<file path="config.mk">
export PLATFORM = sky130hd
export DESIGN_NAME = dense_layer_engine_flat
export DESIGN_NICKNAME = d
export VERILOG_FILES = /design/src/rtl/dense_layer_engine_pkg.sv /design/src/rtl/dense_layer_engine_if.sv /design/src/rtl/dense_layer_engine_argmax_tracker.sv /design/src/rtl/dense_layer_engine.sv /design/src/flat_wrapper.sv
export SDC_FILE = /design/constraint.sdc
export NUM_CORES = 2
export LEC_CHECK = 0
export CAP_MARGIN = 15
export CORE_ASPECT_RATIO = 0.8
export CORE_MARGIN = 1.5
export CORE_UTILIZATION = 55
export DETAILED_ROUTE_END_ITERATION = 10
export HOLD_SLACK_MARGIN = 0.05
export PLACE_DENSITY = 0.75
export SYNTH_ARGS = -nofsm -noshare
export SYNTH_HDL_FRONTEND = slang
export SYNTH_HIERARCHICAL = 1
export SYNTH_SLANG_ARGS = --single-unit
</file>
<file path="constraint.sdc">
create_clock -name clk -period 23.1 [get_ports clk]
set_input_delay 5.775 -clock clk [delete_from_list [all_inputs] [get_ports clk]]
set_output_delay 5.775 -clock clk [all_outputs]
set_load 0.005 [all_outputs]
</file>
<file path="src/rtl/dense_layer_engine_pkg.sv">
// rtl/dense_layer_engine_pkg.sv - shared constants, FSM states and arithmetic helpers
// Memory map defaults, accumulator sizing and output saturation for the dense layer engine.
package dense_pkg;

  localparam int DEF_ADDRESS_WIDTH = 14;
  localparam int DATA_WIDTH        = 24;
  localparam int SAT_IN_WIDTH      = 64;

  localparam logic [DEF_ADDRESS_WIDTH-1:0] DEF_X_BASE = 14'h0000;
  localparam logic [DEF_ADDRESS_WIDTH-1:0] DEF_W_BASE = 14'h0310;
  localparam logic [DEF_ADDRESS_WIDTH-1:0] DEF_B_BASE = 14'h21B0;
  localparam logic [DEF_ADDRESS_WIDTH-1:0] DEF_Y_BASE = 14'h21BA;

  localparam logic signed [SAT_IN_WIDTH-1:0] Y_MAX = (64'sd1 <<< (DATA_WIDTH - 1)) - 64'sd1;
  localparam logic signed [SAT_IN_WIDTH-1:0] Y_MIN = -(64'sd1 <<< (DATA_WIDTH - 1));

  typedef enum logic [2:0] {
    ST_IDLE,
    ST_RD_B,
    ST_RD_X,
    ST_RD_W,
    ST_DRAIN,
    ST_WR_Y,
    ST_FIN
  } state_t;

  // Room for N_IN full-scale products plus the bias without wrapping.
  function automatic int acc_width(input int n_in);
    return 2 * DATA_WIDTH + $clog2(n_in + 1);
  endfunction

  function automatic logic [DATA_WIDTH-1:0] saturate(input logic signed [SAT_IN_WIDTH-1:0] v);
    if (v > Y_MAX) begin
      return Y_MAX[DATA_WIDTH-1:0];
    end else if (v < Y_MIN) begin
      return Y_MIN[DATA_WIDTH-1:0];
    end
    return v[DATA_WIDTH-1:0];
  endfunction

endpackage

</file>
<file path="src/rtl/dense_layer_engine_if.sv">
// rtl/dense_layer_engine_if.sv - single-port data RAM bus
// The engine drives we/addr/wdata as master; the RAM returns registered rdata.
interface dense_mem_if
  import dense_pkg::*;
#(
  parameter int ADDRESS_WIDTH = DEF_ADDRESS_WIDTH,
  parameter int DATA_WIDTH    = dense_pkg::DATA_WIDTH
);
  logic                     mem_we;
  logic [ADDRESS_WIDTH-1:0] mem_addr;
  logic [DATA_WIDTH-1:0]    mem_wdata;
  logic [DATA_WIDTH-1:0]    mem_rdata;

  modport master (output mem_we, mem_addr, mem_wdata, input mem_rdata);
  modport slave  (input mem_we, mem_addr, mem_wdata, output mem_rdata);
endinterface

</file>
<file path="src/rtl/dense_layer_engine_argmax_tracker.sv">
// rtl/dense_layer_engine_argmax_tracker.sv - running argmax over written outputs
// Strict greater-than keeps the lowest index on ties; index 0 always seeds the tracker.
module argmax_tracker
  import dense_pkg::*;
(
  input  logic                         clk,
  input  logic                         rst,
  input  logic                         clear,
  input  logic                         valid,
  input  logic signed [DATA_WIDTH-1:0] value,
  input  logic [3:0]                   index,
  output logic [3:0]                   best_index
);

  logic signed [DATA_WIDTH-1:0] best_val_q, best_val_d;
  logic [3:0]                   best_idx_q, best_idx_d;

  always_comb begin
    best_val_d = best_val_q;
    best_idx_d = best_idx_q;
    if (clear) begin
      best_val_d = '0;
      best_idx_d = '0;
    end else if (valid && ((index == 4'd0) || (value > best_val_q))) begin
      best_val_d = value;
      best_idx_d = index;
    end
  end

  always_ff @(posedge clk or posedge rst) begin
    if (rst) begin
      best_val_q <= '0;
      best_idx_q <= '0;
    end else begin
      best_val_q <= best_val_d;
      best_idx_q <= best_idx_d;
    end
  end

  assign best_index = best_idx_q;

endmodule

</file>
<file path="src/rtl/dense_layer_engine.sv">
// rtl/dense_layer_engine.sv - fully connected layer over the shared data RAM
// Streams bias, then interleaved x/w reads per output, MACs them and writes saturated y.
module dense_layer_engine
  import dense_pkg::*;
#(
  parameter int ADDRESS_WIDTH = DEF_ADDRESS_WIDTH,
  parameter int DATA_WIDTH    = dense_pkg::DATA_WIDTH,
  parameter int N_IN          = 784,
  parameter int N_OUT         = 10,
  parameter logic [ADDRESS_WIDTH-1:0] X_BASE = DEF_X_BASE,
  parameter logic [ADDRESS_WIDTH-1:0] W_BASE = DEF_W_BASE,
  parameter logic [ADDRESS_WIDTH-1:0] B_BASE = DEF_B_BASE,
  parameter logic [ADDRESS_WIDTH-1:0] Y_BASE = DEF_Y_BASE,
  parameter int SHIFT         = 8
) (
  input  logic        clk,
  input  logic        rst,
  input  logic        start,
  output logic        busy,
  output logic        done,
  output logic [3:0]  class_idx,
  dense_mem_if.master mem
);

  localparam int ACC_W  = acc_width(N_IN);
  localparam int PROD_W = 2 * DATA_WIDTH;
  localparam int I_W    = $clog2(N_IN + 1);
  localparam logic [I_W-1:0] I_LAST = I_W'(N_IN - 1);
  localparam logic [3:0]     J_LAST = 4'(N_OUT - 1);

  state_t                       state_q, state_d;
  logic [I_W-1:0]               i_q, i_d;
  logic [3:0]                   j_q, j_d;
  logic [ADDRESS_WIDTH-1:0]     w_ptr_q, w_ptr_d;
  logic signed [DATA_WIDTH-1:0] x_q, x_d;
  logic signed [ACC_W-1:0]      acc_q, acc_d;
  logic [3:0]                   class_q, class_d;

  logic signed [DATA_WIDTH-1:0] rdata_s;
  logic signed [PROD_W-1:0]     prod;
  logic signed [ACC_W-1:0]      prod_ext, bias_ext, shifted;
  logic [DATA_WIDTH-1:0]        y;
  logic                         trk_clear, trk_valid;
  logic [3:0]                   best_idx;

  assign rdata_s  = $signed(mem.mem_rdata);
  assign prod     = x_q * rdata_s;
  assign prod_ext = {{(ACC_W - PROD_W){prod[PROD_W-1]}}, prod};
  assign bias_ext = {{(ACC_W - DATA_WIDTH){rdata_s[DATA_WIDTH-1]}}, rdata_s};
  assign shifted  = acc_q >>> SHIFT;
  assign y        = saturate({{(SAT_IN_WIDTH - ACC_W){shifted[ACC_W-1]}}, shifted});

  // Address/we outputs decode straight from state so reset removes mem_we immediately.
  always_comb begin
    state_d       = state_q;
    i_d           = i_q;
    j_d           = j_q;
    w_ptr_d       = w_ptr_q;
    x_d           = x_q;
    acc_d         = acc_q;
    class_d       = class_q;
    mem.mem_we    = 1'b0;
    mem.mem_addr  = '0;
    mem.mem_wdata = '0;
    busy          = 1'b1;
    done          = 1'b0;
    trk_clear     = 1'b0;
    trk_valid     = 1'b0;
    unique case (state_q)
      ST_IDLE: begin
        busy = 1'b0;
        if (start) begin
          state_d   = ST_RD_B;
          j_d       = '0;
          w_ptr_d   = W_BASE;
          trk_clear = 1'b1;
        end
      end
      ST_RD_B: begin
        mem.mem_addr = B_BASE + ADDRESS_WIDTH'(j_q);
        i_d          = '0;
        state_d      = ST_RD_X;
      end
      ST_RD_X: begin
        // The first x read overlaps the bias returning; later ones overlap a weight returning.
        mem.mem_addr = X_BASE + ADDRESS_WIDTH'(i_q);
        acc_d        = (i_q == '0) ? bias_ext : acc_q + prod_ext;
        state_d      = ST_RD_W;
      end
      ST_RD_W: begin
        mem.mem_addr = w_ptr_q;
        w_ptr_d      = w_ptr_q + ADDRESS_WIDTH'(1);
        x_d          = rdata_s;
        if (i_q == I_LAST) begin
          state_d = ST_DRAIN;
        end else begin
          i_d     = i_q + I_W'(1);
          state_d = ST_RD_X;
        end
      end
      ST_DRAIN: begin
        acc_d   = acc_q + prod_ext;
        state_d = ST_WR_Y;
      end
      ST_WR_Y: begin
        mem.mem_we    = 1'b1;
        mem.mem_addr  = Y_BASE + ADDRESS_WIDTH'(j_q);
        mem.mem_wdata = y;
        trk_valid     = 1'b1;
        if (j_q == J_LAST) begin
          state_d = ST_FIN;
        end else begin
          j_d     = j_q + 4'd1;
          state_d = ST_RD_B;
        end
      end
      ST_FIN: begin
        busy    = 1'b0;
        done    = 1'b1;
        class_d = best_idx;
        state_d = ST_IDLE;
      end
      default: begin
        busy    = 1'b0;
        state_d = ST_IDLE;
      end
    endcase
  end

  always_ff @(posedge clk or posedge rst) begin
    if (rst) begin
      state_q <= ST_IDLE;
      i_q     <= '0;
      j_q     <= '0;
      w_ptr_q <= '0;
      x_q     <= '0;
      acc_q   <= '0;
      class_q <= '0;
    end else begin
      state_q <= state_d;
      i_q     <= i_d;
      j_q     <= j_d;
      w_ptr_q <= w_ptr_d;
      x_q     <= x_d;
      acc_q   <= acc_d;
      class_q <= class_d;
    end
  end

  argmax_tracker u_argmax (
    .clk        (clk),
    .rst        (rst),
    .clear      (trk_clear),
    .valid      (trk_valid),
    .value      ($signed(y)),
    .index      (j_q),
    .best_index (best_idx)
  );

  assign class_idx = class_q;

endmodule

</file>
<file path="src/flat_wrapper.sv">
// flat-port wrapper written by rule: the top's interface ports become plain ports
module dense_layer_engine_flat import dense_pkg::*;
#(
  parameter int ADDRESS_WIDTH = DEF_ADDRESS_WIDTH,
  parameter int DATA_WIDTH    = dense_pkg::DATA_WIDTH,
  parameter int N_IN          = 784,
  parameter int N_OUT         = 10,
  parameter logic [ADDRESS_WIDTH-1:0] X_BASE = DEF_X_BASE,
  parameter logic [ADDRESS_WIDTH-1:0] W_BASE = DEF_W_BASE,
  parameter logic [ADDRESS_WIDTH-1:0] B_BASE = DEF_B_BASE,
  parameter logic [ADDRESS_WIDTH-1:0] Y_BASE = DEF_Y_BASE,
  parameter int SHIFT         = 8
)
  (clk, rst, start, busy, done, class_idx, mem_mem_we, mem_mem_addr, mem_mem_wdata, mem_mem_rdata);
  dense_mem_if #(.ADDRESS_WIDTH(ADDRESS_WIDTH), .DATA_WIDTH(DATA_WIDTH)) mem_i ();
  input  logic clk;
  input  logic rst;
  input  logic start;
  output logic busy;
  output logic done;
  output logic [3:0] class_idx;
  output wire logic [$bits(mem_i.mem_we)-1:0] mem_mem_we;
  output wire logic [$bits(mem_i.mem_addr)-1:0] mem_mem_addr;
  output wire logic [$bits(mem_i.mem_wdata)-1:0] mem_mem_wdata;
  input wire logic [$bits(mem_i.mem_rdata)-1:0] mem_mem_rdata;
  assign mem_mem_we = mem_i.mem_we;
  assign mem_mem_addr = mem_i.mem_addr;
  assign mem_mem_wdata = mem_i.mem_wdata;
  assign mem_i.mem_rdata = mem_mem_rdata;
  dense_layer_engine #(.ADDRESS_WIDTH(ADDRESS_WIDTH), .DATA_WIDTH(DATA_WIDTH), .N_IN(N_IN), .N_OUT(N_OUT), .X_BASE(X_BASE), .W_BASE(W_BASE), .B_BASE(B_BASE), .Y_BASE(Y_BASE), .SHIFT(SHIFT)) u_core (.clk(clk), .rst(rst), .start(start), .busy(busy), .done(done), .class_idx(class_idx), .mem(mem_i));
endmodule
</file>
==> summary.txt <==
Worst setup path
  – CP top delay family: adder cells
  – Worst-path maximum fanout: 26
  – Reg2Reg Launch Point: u_core/x_q[23]
  – Setup crit end kind: flop
  – CP Launch Point: mem_mem_rdata[0]
  – Crit Path Class: in2reg
  – Req. time, crit path: around 23 ns
  – Worst path most repeated cell: fa_1
  – Count of buffer and inverter cells on the critical path: 7
  – Delay of the slowest critical-path stage: 1.00 ns
  – Critical path depth: 26
  – R2r worst-path depth: 24
  – Arr. time, crit path: ~14 ns
  – Critical Path Slowest Stage Cell: fa_1
  – Worst Setup Start Kind: primary input

Synthesis
  – Post-Syn Instances: 3,636
  – Synth Area in Compound Gates: 0.0689
  – Synth cell types: 72
  – Main synth FF type: dfrtp_1
  – Multiplexer share of the synthesized area: 0.0129
  – Ys async rst share: 1.00
  – Mapped Nets: between 4,000 and 5,000
  – Largest area contributor in the netlist: fa_1
  – Synth top area cells: fa_1 (43%), dfrtp_1 (11%), inv_1 (9.6%)
  – Yosys top cell area share: 0.430
  – Post-synth EDFFs: 0
  – Main combinational cell family by area after synthesis: adder cells
  – Xor-xnor portion of the synthesized cell area: 0.0164
  – Post-Synth Simple-Gate Area: 0.162
  – Post-Syn Area per Cell: roughly 9.0 sq um
  – Post-Syn Area: between 30,000 and 40,000 sq um
  – Post-synthesis sequential area ratio: 0.111
  – YS warnings: 6
  – Post-synthesis adder-cell area fraction: 0.511
  – Seq cells post-synth: roughly 150

Drt
  – Vias/cell: 5.53
  – DR vias: about 24,000
  – Initial drt markers: roughly 1,800
  – DRT antenna net count: 0
  – # DRC: 2
  – First-pass DRT Iterations: 11
  – DR WL/cell: 18.7 um
  – Total Wirelength: between 80,000 and 90,000 um

Clock network
  – Hold_buf cts: 0
  – Clk_lat worst skew: 0.44 ns
  – H-tree depth: 4
  – Total CTS buffers: 17
  – # Post-CTS Setup Buffers: 0
  – Clock-pin slew on the worst setup and hold paths: around 0.07 ns
  – Clk root buf: clkbuf_16
  – Clock Tree Buf Depth: 2
  – Clock sink count: roughly 150
  – CTS tree: done
  – Post-CTS sizing: 0

STA
  – Slew HR: 0.171
  – Final period util: 0.592
  – Unrepaired setup endpoints after global routing: no
  – Worst clock skew: about 0.015 ns
  – Max-slew violations: 0
  – Sum of negative setup slack: 0 ns
  – WHS: approximately 0.49 ns
  – Fin. Hold Viols: 0
  – Fin crit period: approximately 14 ns
  – Max frequency: 0.0731 GHz
  – Endpoints failing setup: 0
  – Worst slew pin tran: between 1 and 1.5 ns

Placement
  – Hpwl dp: 64,200 um
  – I/O Buffers: 71
  – Routability Congestion: 0.924
  – Placed inst area: about 34,000 sq um

Status
  – Status: finished, violations left
  – Failing checks: design-rule violations

Floorplan
  – Initial Utilization: 0.558
  – Die Wd: between 200 and 300 um
  – Die Height: 221 um
  – Number of I/O pins: a little over 70
  – Die area: 60,800 sq um
  – Core Area: ~60,000 sq um
  – Row cnt: 79

Final layout
  – Final #Nets: ~4,500
  – Final instance area: about 35,000 sq um
  – Most frequent cells in the layout: inv_1 (831), fa_1 (701), nand2_1 (568), and2_1 (235), ha_1 (211)
  – Area delta synth->final: 6.15%
  – Commonest non-fill, non-tap cell in the layout: inv_1
  – Share of layout cells above drive strength 1: 0.0332
  – Final core occ: 0.593

Global route
  – Total gr overflow: 0
  – First-pass GRT wire length: between 100,000 and 150,000 um
  – Largest net degree at the start of global routing: 75
  – GRT Util Overall: 0.288
  – Vias in the first global route: 25,700
  – Initial antenna violation count: 2

Min path
  – Hold_sp: u_core/acc_q[6]
  – Worst hold stages: 2
  – Min-delay worst type: reg2reg

Run
  – Max-capacitance violation count: 0
[area by class of cell]
class | count | area (sq um)
well taps | 769 | 962
flip-flops and latches | 145 | 3630
inverters | 832 | 3130
repair buffers | 124 | 1120
multi-input cells | 2482 | 25200
clock buffers | 19 | 443
clock inverters | 12 | 134
fillers | 5038 | 23800
diodes | 1 | 2.50
[synth_stat cells, types with 34 or more instances]
| cell type | count |
|---|---|
| inv_1 | 832 |
| fa_1 | 701 |
| nand2_1 | 568 |
| and2_1 | 235 |
| ha_1 | 211 |
| clkbuf_1 | 169 |
| dfrtp_1 | 145 |
| a21oi_1 | 133 |
| nor2_1 | 89 |
| o21ai_0 | 78 |
| nand2b_1 | 66 |
| xnor2_1 | 39 |
| mux2i_1 | 34 |
[worst paths after layout]
| check | to | slack (ns) |
|---|---|---|
| hold reg to reg | u_core/acc_q[6] | 0.49 |
| max in group asynchronous | u_core/acc_q[54] | 15.90 |
| hold / removal | u_core/acc_q[6] | 0.49 |
| setup / recovery | u_core/acc_q[57] | 9.43 |
| min in group asynchronous | u_core/u_argmax/best_val_q[2] | 5.82 |
| setup reg to reg | u_core/acc_q[57] | 14.42 |
[per-stage QoR]
| stage | instances | setup slack, ns |
|---|---|---|
| after floorplan | 3636 | 10.32 |
| after global placement | 4351 | 9.21 |
| after detailed placement | 4351 | 9.10 |
| after CTS | 4382 | 9.48 |
| after global routing | 4384 | 9.03 |
| final | 4384 | 9.43 |
[sequential cells by signal, summed over array words and instances (netlist names)]
signal,count
u_core/i_q,10
u_core/state_q,3
u_core/w_ptr_q,14
u_core/acc_q,58
u_core/u_argmax/best_index,4
u_core/u_argmax/best_val_q,24
u_core/class_idx,4
u_core/j_q,4
u_core/x_q,24
[worst register-to-register path: stages, from the launching register on]
cell      delay, ns
dfrtp_1        1.02
nand2_1        0.22
inv_1          0.19
fa_1           0.55
fa_1           0.89
inv_1          0.20
fa_1           1.00
fa_1           0.53
inv_1          0.09
fa_1           0.40
fa_1           0.49
inv_1          0.05
fa_1           0.47
inv_1          0.04
ha_1           0.37
a21oi_1        0.22
o21bai_1       0.08
a21oi_1        0.18
o21ai_0        0.16
a311o_1        0.37
o211ai_1       0.26
a21o_1         0.21
a31oi_2        0.10
xnor2_1        0.14
a221o_1        0.33
[layer usage]
metal,track usage,routed length [um],vias up
li1,-,-,10800
met1,0.415,36000,12400
met2,0.459,38200,909
met3,0.0338,5490,128
met4,0.0820,2390,0
met5,0,0,-
[kinds of logic (layout without fill, tap and decap cells)]
kind of cell    after synthesis  after routing
buf+inv                    1009            987
mux                          41             41
other cells                   0              1
compound gates              358            358
flops                       145            145
xor+xnor                     61             61
fa+ha+maj                   912            912
simple gates               1110           1110
Power is not shown: default switching activity piles up to over one toggle a cycle in this logic, so the estimate is an artifact.
